`src/rtl/exe_unit_mc.sv`:
```
// exe_unit_mc: multi-cycle execute stage. It holds the ALU, the Val2 operand
// generator, the branch-target adder, an iterative shift-add multiplier
// (MUL/MLA) and the status register. Valid/ready handshakes sit on both sides.
// W is legal from 16 to 64; MUL_CYC must equal W.

// Operand-2 generator: memory offset, rotated imm8, or shifted register.
module exe_val2_gen #(
  parameter int W = 32
) (
  input  logic         mem_op_i,
  input  logic         imm_i,
  input  logic [11:0]  shift_operand_i,
  input  logic [W-1:0] val_rm_i,
  output logic [W-1:0] val2_o
);
  logic [W-1:0] imm8;
  int unsigned  imm_rot;
  int unsigned  sh_amt;
  int unsigned  ror_amt;

  // Select the operand source. A rotate is built as (x >> a) | (x << (W - a));
  // when a == 0 the left shift is by W and vanishes, leaving x unchanged.
  always_comb begin
    imm8    = W'(shift_operand_i[7:0]);
    imm_rot = 32'({shift_operand_i[11:8], 1'b0}) % W;
    sh_amt  = 32'(shift_operand_i[11:7]);
    ror_amt = sh_amt % W;
    val2_o  = val_rm_i;
    if (mem_op_i) begin
      val2_o = W'(shift_operand_i);
    end else if (imm_i) begin
      val2_o = (imm8 >> imm_rot) | (imm8 << (W - imm_rot));
    end else begin
      case (shift_operand_i[6:5])
        2'b00:   val2_o = val_rm_i << sh_amt;
        2'b01:   val2_o = val_rm_i >> sh_amt;
        2'b10:   val2_o = $signed(val_rm_i) >>> sh_amt;
        default: val2_o = (val_rm_i >> ror_amt) | (val_rm_i << (W - ror_amt));
      endcase
    end
  end
endmodule

module exe_unit_mc #(
  parameter int W       = 32,
  parameter int MUL_CYC = W
) (
  input  logic         clk,
  input  logic         rst,
  input  logic         flush,
  input  logic         in_valid,
  output logic         in_ready,
  input  logic [3:0]   exe_cmd,
  input  logic         mul_en,
  input  logic         acc_en,
  input  logic         s_en,
  input  logic         mem_r_en,
  input  logic         mem_w_en,
  input  logic         imm,
  input  logic [11:0]  shift_operand,
  input  logic [23:0]  signed_imm_24,
  input  logic [W-1:0] pc,
  input  logic [W-1:0] val_Rn,
  input  logic [W-1:0] val_Rm,
  input  logic [W-1:0] val_Rs,
  input  logic [3:0]   dest,
  output logic         out_valid,
  input  logic         out_ready,
  output logic [W-1:0] alu_res,
  output logic [W-1:0] br_addr,
  output logic         out_mem_r_en,
  output logic         out_mem_w_en,
  output logic [3:0]   out_dest,
  output logic [3:0]   status
);
  localparam int CW = (MUL_CYC > 1) ? $clog2(MUL_CYC) : 1;

  localparam logic [3:0] CMD_MOV = 4'b0001;
  localparam logic [3:0] CMD_MVN = 4'b1001;
  localparam logic [3:0] CMD_ADD = 4'b0010;
  localparam logic [3:0] CMD_ADC = 4'b0011;
  localparam logic [3:0] CMD_SUB = 4'b0100;
  localparam logic [3:0] CMD_SBC = 4'b0101;
  localparam logic [3:0] CMD_AND = 4'b0110;
  localparam logic [3:0] CMD_ORR = 4'b0111;
  localparam logic [3:0] CMD_EOR = 4'b1000;

  typedef enum logic {S_IDLE, S_MUL} state_e;

  state_e        state_q, state_d;
  logic [CW-1:0] cnt_q, cnt_d;
  logic [W-1:0]  mcand_q, mcand_d;
  logic [W-1:0]  mplr_q, mplr_d;
  logic [W-1:0]  acc_q, acc_d;
  logic          mul_s_q, mul_s_d;
  logic          out_valid_q, out_valid_d;
  logic [W-1:0]  res_q, res_d;
  logic [W-1:0]  br_q, br_d;
  logic          mr_q, mr_d;
  logic          mw_q, mw_d;
  logic [3:0]    dest_q, dest_d;
  logic [3:0]    sr_q, sr_d;

  logic [W-1:0]  val2;
  logic [W-1:0]  opb;
  logic [W:0]    sum;
  logic          cin;
  logic          arith;
  logic [W-1:0]  alu_res_c;
  logic [3:0]    alu_sr_c;
  logic [W-1:0]  br_off;
  logic [W-1:0]  br_c;
  logic [W-1:0]  acc_step;
  logic          accept;
  logic          load;
  logic          mul_last;

  exe_val2_gen #(.W(W)) u_val2 (
    .mem_op_i        (mem_r_en | mem_w_en),
    .imm_i           (imm),
    .shift_operand_i (shift_operand),
    .val_rm_i        (val_Rm),
    .val2_o          (val2)
  );

  assign in_ready = (state_q == S_IDLE) && !flush && (!out_valid_q || out_ready);
  assign accept   = in_valid && in_ready;

  // Branch target: pc + ((sext(imm24) + 1) << 2), all arithmetic mod 2^W.
  always_comb begin
    br_off = W'($signed(signed_imm_24));
    br_c   = pc + ((br_off + W'(1)) << 2);
  end

  // ALU: one W+1 bit adder handles add/sub (subtract = add of ~Val2 with
  // carry in), so C is the ARM not-borrow for SUB/SBC. Logical ops keep C/V.
  always_comb begin
    opb       = val2;
    cin       = 1'b0;
    arith     = 1'b1;
    alu_res_c = '0;
    case (exe_cmd)
      CMD_ADD: begin opb = val2;  cin = 1'b0;    end
      CMD_ADC: begin opb = val2;  cin = sr_q[1]; end
      CMD_SUB: begin opb = ~val2; cin = 1'b1;    end
      CMD_SBC: begin opb = ~val2; cin = sr_q[1]; end
      default: arith = 1'b0;
    endcase
    sum = {1'b0, val_Rn} + {1'b0, opb} + {{W{1'b0}}, cin};
    case (exe_cmd)
      CMD_MOV: alu_res_c = val2;
      CMD_MVN: alu_res_c = ~val2;
      CMD_AND: alu_res_c = val_Rn & val2;
      CMD_ORR: alu_res_c = val_Rn | val2;
      CMD_EOR: alu_res_c = val_Rn ^ val2;
      CMD_ADD, CMD_ADC, CMD_SUB, CMD_SBC: alu_res_c = sum[W-1:0];
      default: alu_res_c = '0;
    endcase
    alu_sr_c[3] = alu_res_c[W-1];
    alu_sr_c[2] = (alu_res_c == '0);
    alu_sr_c[1] = arith ? sum[W] : sr_q[1];
    alu_sr_c[0] = arith ? ((val_Rn[W-1] == opb[W-1]) && (alu_res_c[W-1] != val_Rn[W-1]))
                        : sr_q[0];
  end

  // Next state for the FSM, multiplier datapath, output register and SR.
  // On a multiply accept the forwarded fields (dest, mem enables, br_addr)
  // are written straight into the output register: it is free for the whole
  // MUL phase because out_valid stays low until the product lands.
  always_comb begin
    state_d     = state_q;
    cnt_d       = cnt_q;
    mcand_d     = mcand_q;
    mplr_d      = mplr_q;
    acc_d       = acc_q;
    mul_s_d     = mul_s_q;
    res_d       = res_q;
    br_d        = br_q;
    mr_d        = mr_q;
    mw_d        = mw_q;
    dest_d      = dest_q;
    sr_d        = sr_q;
    load        = 1'b0;
    mul_last    = (state_q == S_MUL) && (cnt_q == CW'(MUL_CYC - 1));
    acc_step    = acc_q + (mplr_q[0] ? mcand_q : '0);
    case (state_q)
      S_IDLE: begin
        if (accept) begin
          br_d   = br_c;
          mr_d   = mem_r_en;
          mw_d   = mem_w_en;
          dest_d = dest;
          if (mul_en) begin
            state_d = S_MUL;
            cnt_d   = '0;
            mcand_d = val_Rm;
            mplr_d  = val_Rs;
            acc_d   = acc_en ? val_Rn : '0;
            mul_s_d = s_en;
          end else begin
            load  = 1'b1;
            res_d = alu_res_c;
            if (s_en) sr_d = alu_sr_c;
          end
        end
      end
      default: begin
        if (flush) begin
          state_d = S_IDLE;
        end else begin
          acc_d   = acc_step;
          mcand_d = mcand_q << 1;
          mplr_d  = mplr_q >> 1;
          cnt_d   = cnt_q + CW'(1);
          if (mul_last) begin
            state_d = S_IDLE;
            load    = 1'b1;
            res_d   = acc_step;
            if (mul_s_q) sr_d = {acc_step[W-1], (acc_step == '0), sr_q[1:0]};
          end
        end
      end
    endcase
    if (flush)          out_valid_d = 1'b0;
    else if (load)      out_valid_d = 1'b1;
    else if (out_ready) out_valid_d = 1'b0;
    else                out_valid_d = out_valid_q;
  end

  // State, datapath and output registers; async active-low reset.
  always_ff @(posedge clk or negedge rst) begin
    if (!rst) begin
      state_q     <= S_IDLE;
      cnt_q       <= '0;
      mcand_q     <= '0;
      mplr_q      <= '0;
      acc_q       <= '0;
      mul_s_q     <= 1'b0;
      out_valid_q <= 1'b0;
      res_q       <= '0;
      br_q        <= '0;
      mr_q        <= 1'b0;
      mw_q        <= 1'b0;
      dest_q      <= '0;
      sr_q        <= '0;
    end else begin
      state_q     <= state_d;
      cnt_q       <= cnt_d;
      mcand_q     <= mcand_d;
      mplr_q      <= mplr_d;
      acc_q       <= acc_d;
      mul_s_q     <= mul_s_d;
      out_valid_q <= out_valid_d;
      res_q       <= res_d;
      br_q        <= br_d;
      mr_q        <= mr_d;
      mw_q        <= mw_d;
      dest_q      <= dest_d;
      sr_q        <= sr_d;
    end
  end

  assign out_valid    = out_valid_q;
  assign alu_res      = res_q;
  assign br_addr      = br_q;
  assign out_mem_r_en = mr_q;
  assign out_mem_w_en = mw_q;
  assign out_dest     = dest_q;
  assign status       = sr_q;
endmodule

```
`config.mk`:
```
export PLATFORM = sky130hd
export DESIGN_NAME = exe_unit_mc
export DESIGN_NICKNAME = d
export VERILOG_FILES = /design/src/rtl/exe_unit_mc.sv
export SDC_FILE = /design/constraint.sdc
export NUM_CORES = 1
export LEC_CHECK = 0
export CAP_MARGIN = 20
export CORE_UTILIZATION = 45
export DETAILED_ROUTE_END_ITERATION = 10
export PLACE_DENSITY = 0.67
export SLEW_MARGIN = 5
export SYNTH_ARGS = -nofsm -noshare
export SYNTH_HDL_FRONTEND = slang
export SYNTH_SLANG_ARGS = --single-unit
```
`constraint.sdc`:
```
create_clock -name clk -period 4.3 [get_ports clk]
set_input_delay 0.43 -clock clk [delete_from_list [all_inputs] [get_ports clk]]
set_output_delay 0.43 -clock clk [all_outputs]
set_load 0.01 [all_outputs]
```
==> metrics.md <==
| Metric | Value |
|---|---|
| Outcome | finished, violations left |
| Failing checks | DRC, setup timing |
| Crit path capture type | flip-flop |
| Area occupied by multi-input gates | 20700 um2 |
| Top-level port count | 259 |
| Grt total ovfl | 0 |
| Ratio of final minimum period to clock period | 1.41 |
| Number of H-tree levels | 4 |
| Number of rows created at floorplan | 86 |
| Number of I/O port buffers | 258 |
| Area growth, synth to finish | 52.6% |
| CTS clock-pin slew for the worst setup and hold paths | 0.08 ns |
| Total nets after synthesis | 3480 |
| Number of antenna-violating nets in the routed design | 0 |
| Critical path fanouts, max | 4 |
| Drt drc | 1 |
| Most repeated library cell on the critical path | sky130_fd_sc_hd__buf_4 |
| Final sum of negative setup slack | -25.19 ns |
| Max-slew violations | 0 |
| Horizontal extent of the die | roughly 240 um |
| Share of post-route cells with drive strength above 1 | 0.363 |
| Height of the die | roughly 240 um |
| Final Hold Violating Endpoints | 0 |
| All-layer global routing usage | 0.445 |
| Total via count after detailed routing | between 30000 and 40000 |
| Main flop type after synthesis | sky130_fd_sc_hd__dfrtp_1 |
| Critical Path Max Stage Delay | 0.37 ns |
| Count of cell types in the netlist | 114 |
| Number of antenna violations at the first check in global routing | 1 |
| First-pass GRT wire length | 190000 um |
| Per-instance average area after synthesis | 8.01 um2 |
| Detailed-placement wirelength estimate | 101000 um |
| Maximum number of pins on one net before global-route repair | 122 |
| Fill count | around 4300 |
| Smallest hold slack | 0.110 ns |
| Design area | around 38000 um2 |
| Clock net sink count | approximately 180 |
| Minimum setup slack in the final design | -1.74 ns |
| Final setup viols | 31 |
| Number of diodes | 0 |
| Clock tree from TritonCTS | yes |
| Kind of launch point of the worst setup path | input port |
| Maximum achievable frequency | 0.165 GHz |
| Drt total wl | roughly 130000 um |
| Clock latency at the later pin of the worst-skew pair | 0.47 ns |
| Core utilization of the finished layout | 0.694 |
| Total iterations of the first detailed-routing run | 11 |
| Shortest clock period the worst path allows after layout | 6.04 ns |
| Total area of sequential cells | approximately 4500 um2 |
| Starting density of the core | 0.455 |
| Worst slew slack as a fraction of its limit | 0.254 |
| Number of cells produced by synthesis | 3127 |
| Post-placement cell count | 4749 |
| CP Class | input port to flip-flop |
| Cts bufs inserted | 17 |
| Placed standard-cell area | about 34000 um2 |
| Number of vias per cell | 6.37 |
| Max IR drop VDD | 0.305 mV |
| Max clock buf depth | 2 |
| Area of the mapped netlist | about 25000 um2 |
| Non-filler cells, final | 4924 |
| Unrepaired setup endpoints after global routing | true |
| Count of warnings emitted by yosys | 0 |
| Via count of the first global-routing pass | 30400 |
| Buffer type at the clock tree root | sky130_fd_sc_hd__clkbuf_16 |
| Least-Margin Pin Slew | between 1 and 1.5 ns |
| # Max-Cap Violations | 0 |
| Iteration-0 DRC Markers | ~3800 |
| Total Die Area | 56600 um2 |
| Share of synthesized area occupied by flip-flops and latches | 0.178 |
| Required time worst endpoint | 4.68 ns |
| Pwr Density | 298 nW/um2 |
| Placeable core area | roughly 55000 um2 |
| Type of the most critical hold path | input port to asynchronous set/reset pin |
| Master of the slowest instance on the critical path | sky130_fd_sc_hd__a2111oi_4 |
| Placer Congestion | ~1.1 |
| WL/cell | about 27 um |
| EDFF count, synth | 0 |
| Post-layout net count | ~4500 |
| Register bit total from synthesis | 178 |
| Layout Skew | 0.0192 ns |
| Data arrival time of the critical path | 6.42 ns |
| Async set or reset register ratio after synthesis | 1.00 |
| Leakage | 0.0172 uW |
[power breakdown]
group / internal [uW] / switching [uW] / total [uW]
clock: 844 / 823 / 1670
combinational: 3420 / 3770 / 7200
sequential: 2130 / 379 / 2510
total: 6400 / 4980 / 11400
[Yosys cell counts (44+ instances only)]
| cell type | number | area, um2 |
|---|---|---|
| sky130_fd_sc_hd__nor3_1 | 46 | 230 |
| sky130_fd_sc_hd__nor2_1 | 239 | 897 |
| sky130_fd_sc_hd__ha_1 | 166 | 2080 |
| sky130_fd_sc_hd__xnor2_1 | 99 | 867 |
| sky130_fd_sc_hd__clkbuf_1 | 155 | 582 |
| sky130_fd_sc_hd__mux2i_1 | 203 | 2030 |
| sky130_fd_sc_hd__and2_1 | 53 | 332 |
| sky130_fd_sc_hd__mux4_2 | 81 | 1820 |
| sky130_fd_sc_hd__inv_1 | 117 | 439 |
| sky130_fd_sc_hd__a31oi_1 | 45 | 282 |
| sky130_fd_sc_hd__o21ai_0 | 236 | 1180 |
| sky130_fd_sc_hd__nand2_1 | 392 | 1470 |
| sky130_fd_sc_hd__o211ai_1 | 44 | 330 |
| sky130_fd_sc_hd__nand3_1 | 72 | 360 |
| sky130_fd_sc_hd__a21oi_1 | 178 | 891 |
| sky130_fd_sc_hd__dfrtp_1 | 178 | 4450 |
| sky130_fd_sc_hd__mux2_2 | 67 | 754 |
[cells in the final DEF, fill, tap and decap left out, types with 44 or more instances in the layout]
cell type                           n
sky130_fd_sc_hd__nand2_1          380
sky130_fd_sc_hd__buf_6             60
sky130_fd_sc_hd__nor2_1           229
sky130_fd_sc_hd__mux2i_1          185
sky130_fd_sc_hd__mux2_2            49
sky130_fd_sc_hd__xnor2_1           86
sky130_fd_sc_hd__a21oi_1          143
sky130_fd_sc_hd__and2_1            51
sky130_fd_sc_hd__o21ai_0          200
sky130_fd_sc_hd__ha_1             160
sky130_fd_sc_hd__dfrtp_1          177
sky130_fd_sc_hd__nand3_1           66
sky130_fd_sc_hd__mux4_2            82
sky130_fd_sc_hd__inv_1            117
sky130_fd_sc_hd__buf_4            902
sky130_fd_sc_hd__clkdlybuf4s50_1  221
sky130_fd_sc_hd__o211ai_1          44
[sequential cells by signal (all words and copies together) (netlist names)]
register,cells
mplr_q,32
alu_res,32
out_mem_r_en,1
out_dest,4
acc_q,32
out_valid,1
br_addr,32
mul_s_q,1
mcand_q,32
state_q,1
out_mem_w_en,1
status,4
cnt_q,5
[final timing paths]
check / startpoint / endpoint / slack (ns) / cells past startpoint
max: val_Rm[31] / status[2] / -1.74 / 28
max reg2reg: mplr_q[0] / status[2] / -0.49 / 18
max in group asynchronous: rst / mcand_q[30] / 3.22 / 2
min: rst / status[0] / 0.11 / 1
min in group clk: pc[1] / br_addr[1] / 0.48 / 3
min reg2reg: br_addr[9] / br_addr[9] / 0.48 / 2
[metal layers]
metal	up-vias	wire length [um]	GRT usage	share of wire
met5	-	0	0	0
met4	0	9400	0.243	0.072
met3	552	12800	0.0820	0.098
met2	1994	57600	0.702	0.44
met1	15200	51000	0.574	0.39
li1	13600	-	-	-
[cell type report]
| class | instances | share of cell area |
|---|---|---|
| Clock buffer | 18 | 0.0112 |
| Clock inverter | 14 | 0.00501 |
| Inverter | 123 | 0.0124 |
| Multi-Input combinational cell | 2572 | 0.542 |
| Sequential cell | 178 | 0.117 |
| Tap cell | 748 | 0.0245 |
| Timing Repair Buffer | 1271 | 0.288 |
[per-stage QoR]
stage | setup WS (ns) | total power (uW)
after floorplan | -1.71 | 5620
after global placement | -2.53 | 8570
after detailed placement | -2.66 | 8750
after CTS | -1.44 | 10800
after global routing | -1.77 | 11800
final | -1.74 | 11400
[critical path, delay by kind of cell]
kind | cells | cell delay, ns
xor gates and xnor gates | 1 | 0.16
and+or+nand+nor | 3 | 0.55
AOI/OAI and AO/OA | 14 | 3.10
muxes | 3 | 0.79
buffers and inverters | 6 | 1.11
adders and majority gates | 1 | 0.27
[repair_timing]
action	in CTS	in global routing
endpoints found under the setup margin	35	39
hold buffers	0	0
buffers inserted	88	64
cloned	2	1
pin swaps	121	127
resized for setup	308	175
[logic make-up (layout without fill, tap and decap cells)]
| logic type | count (synthesis) | count (layout) | synth area share |
|---|---|---|---|
| xor+xnor | 143 | 143 | 0.0509 |
| mux | 357 | 357 | 0.188 |
| fa+ha+maj | 170 | 170 | 0.0861 |
| compound gates | 895 | 895 | 0.241 |
| simple gates | 1007 | 1007 | 0.188 |
| flops | 178 | 178 | 0.178 |
| buf+inv | 377 | 1426 | 0.0685 |
(Power assumes the default switching activity.)
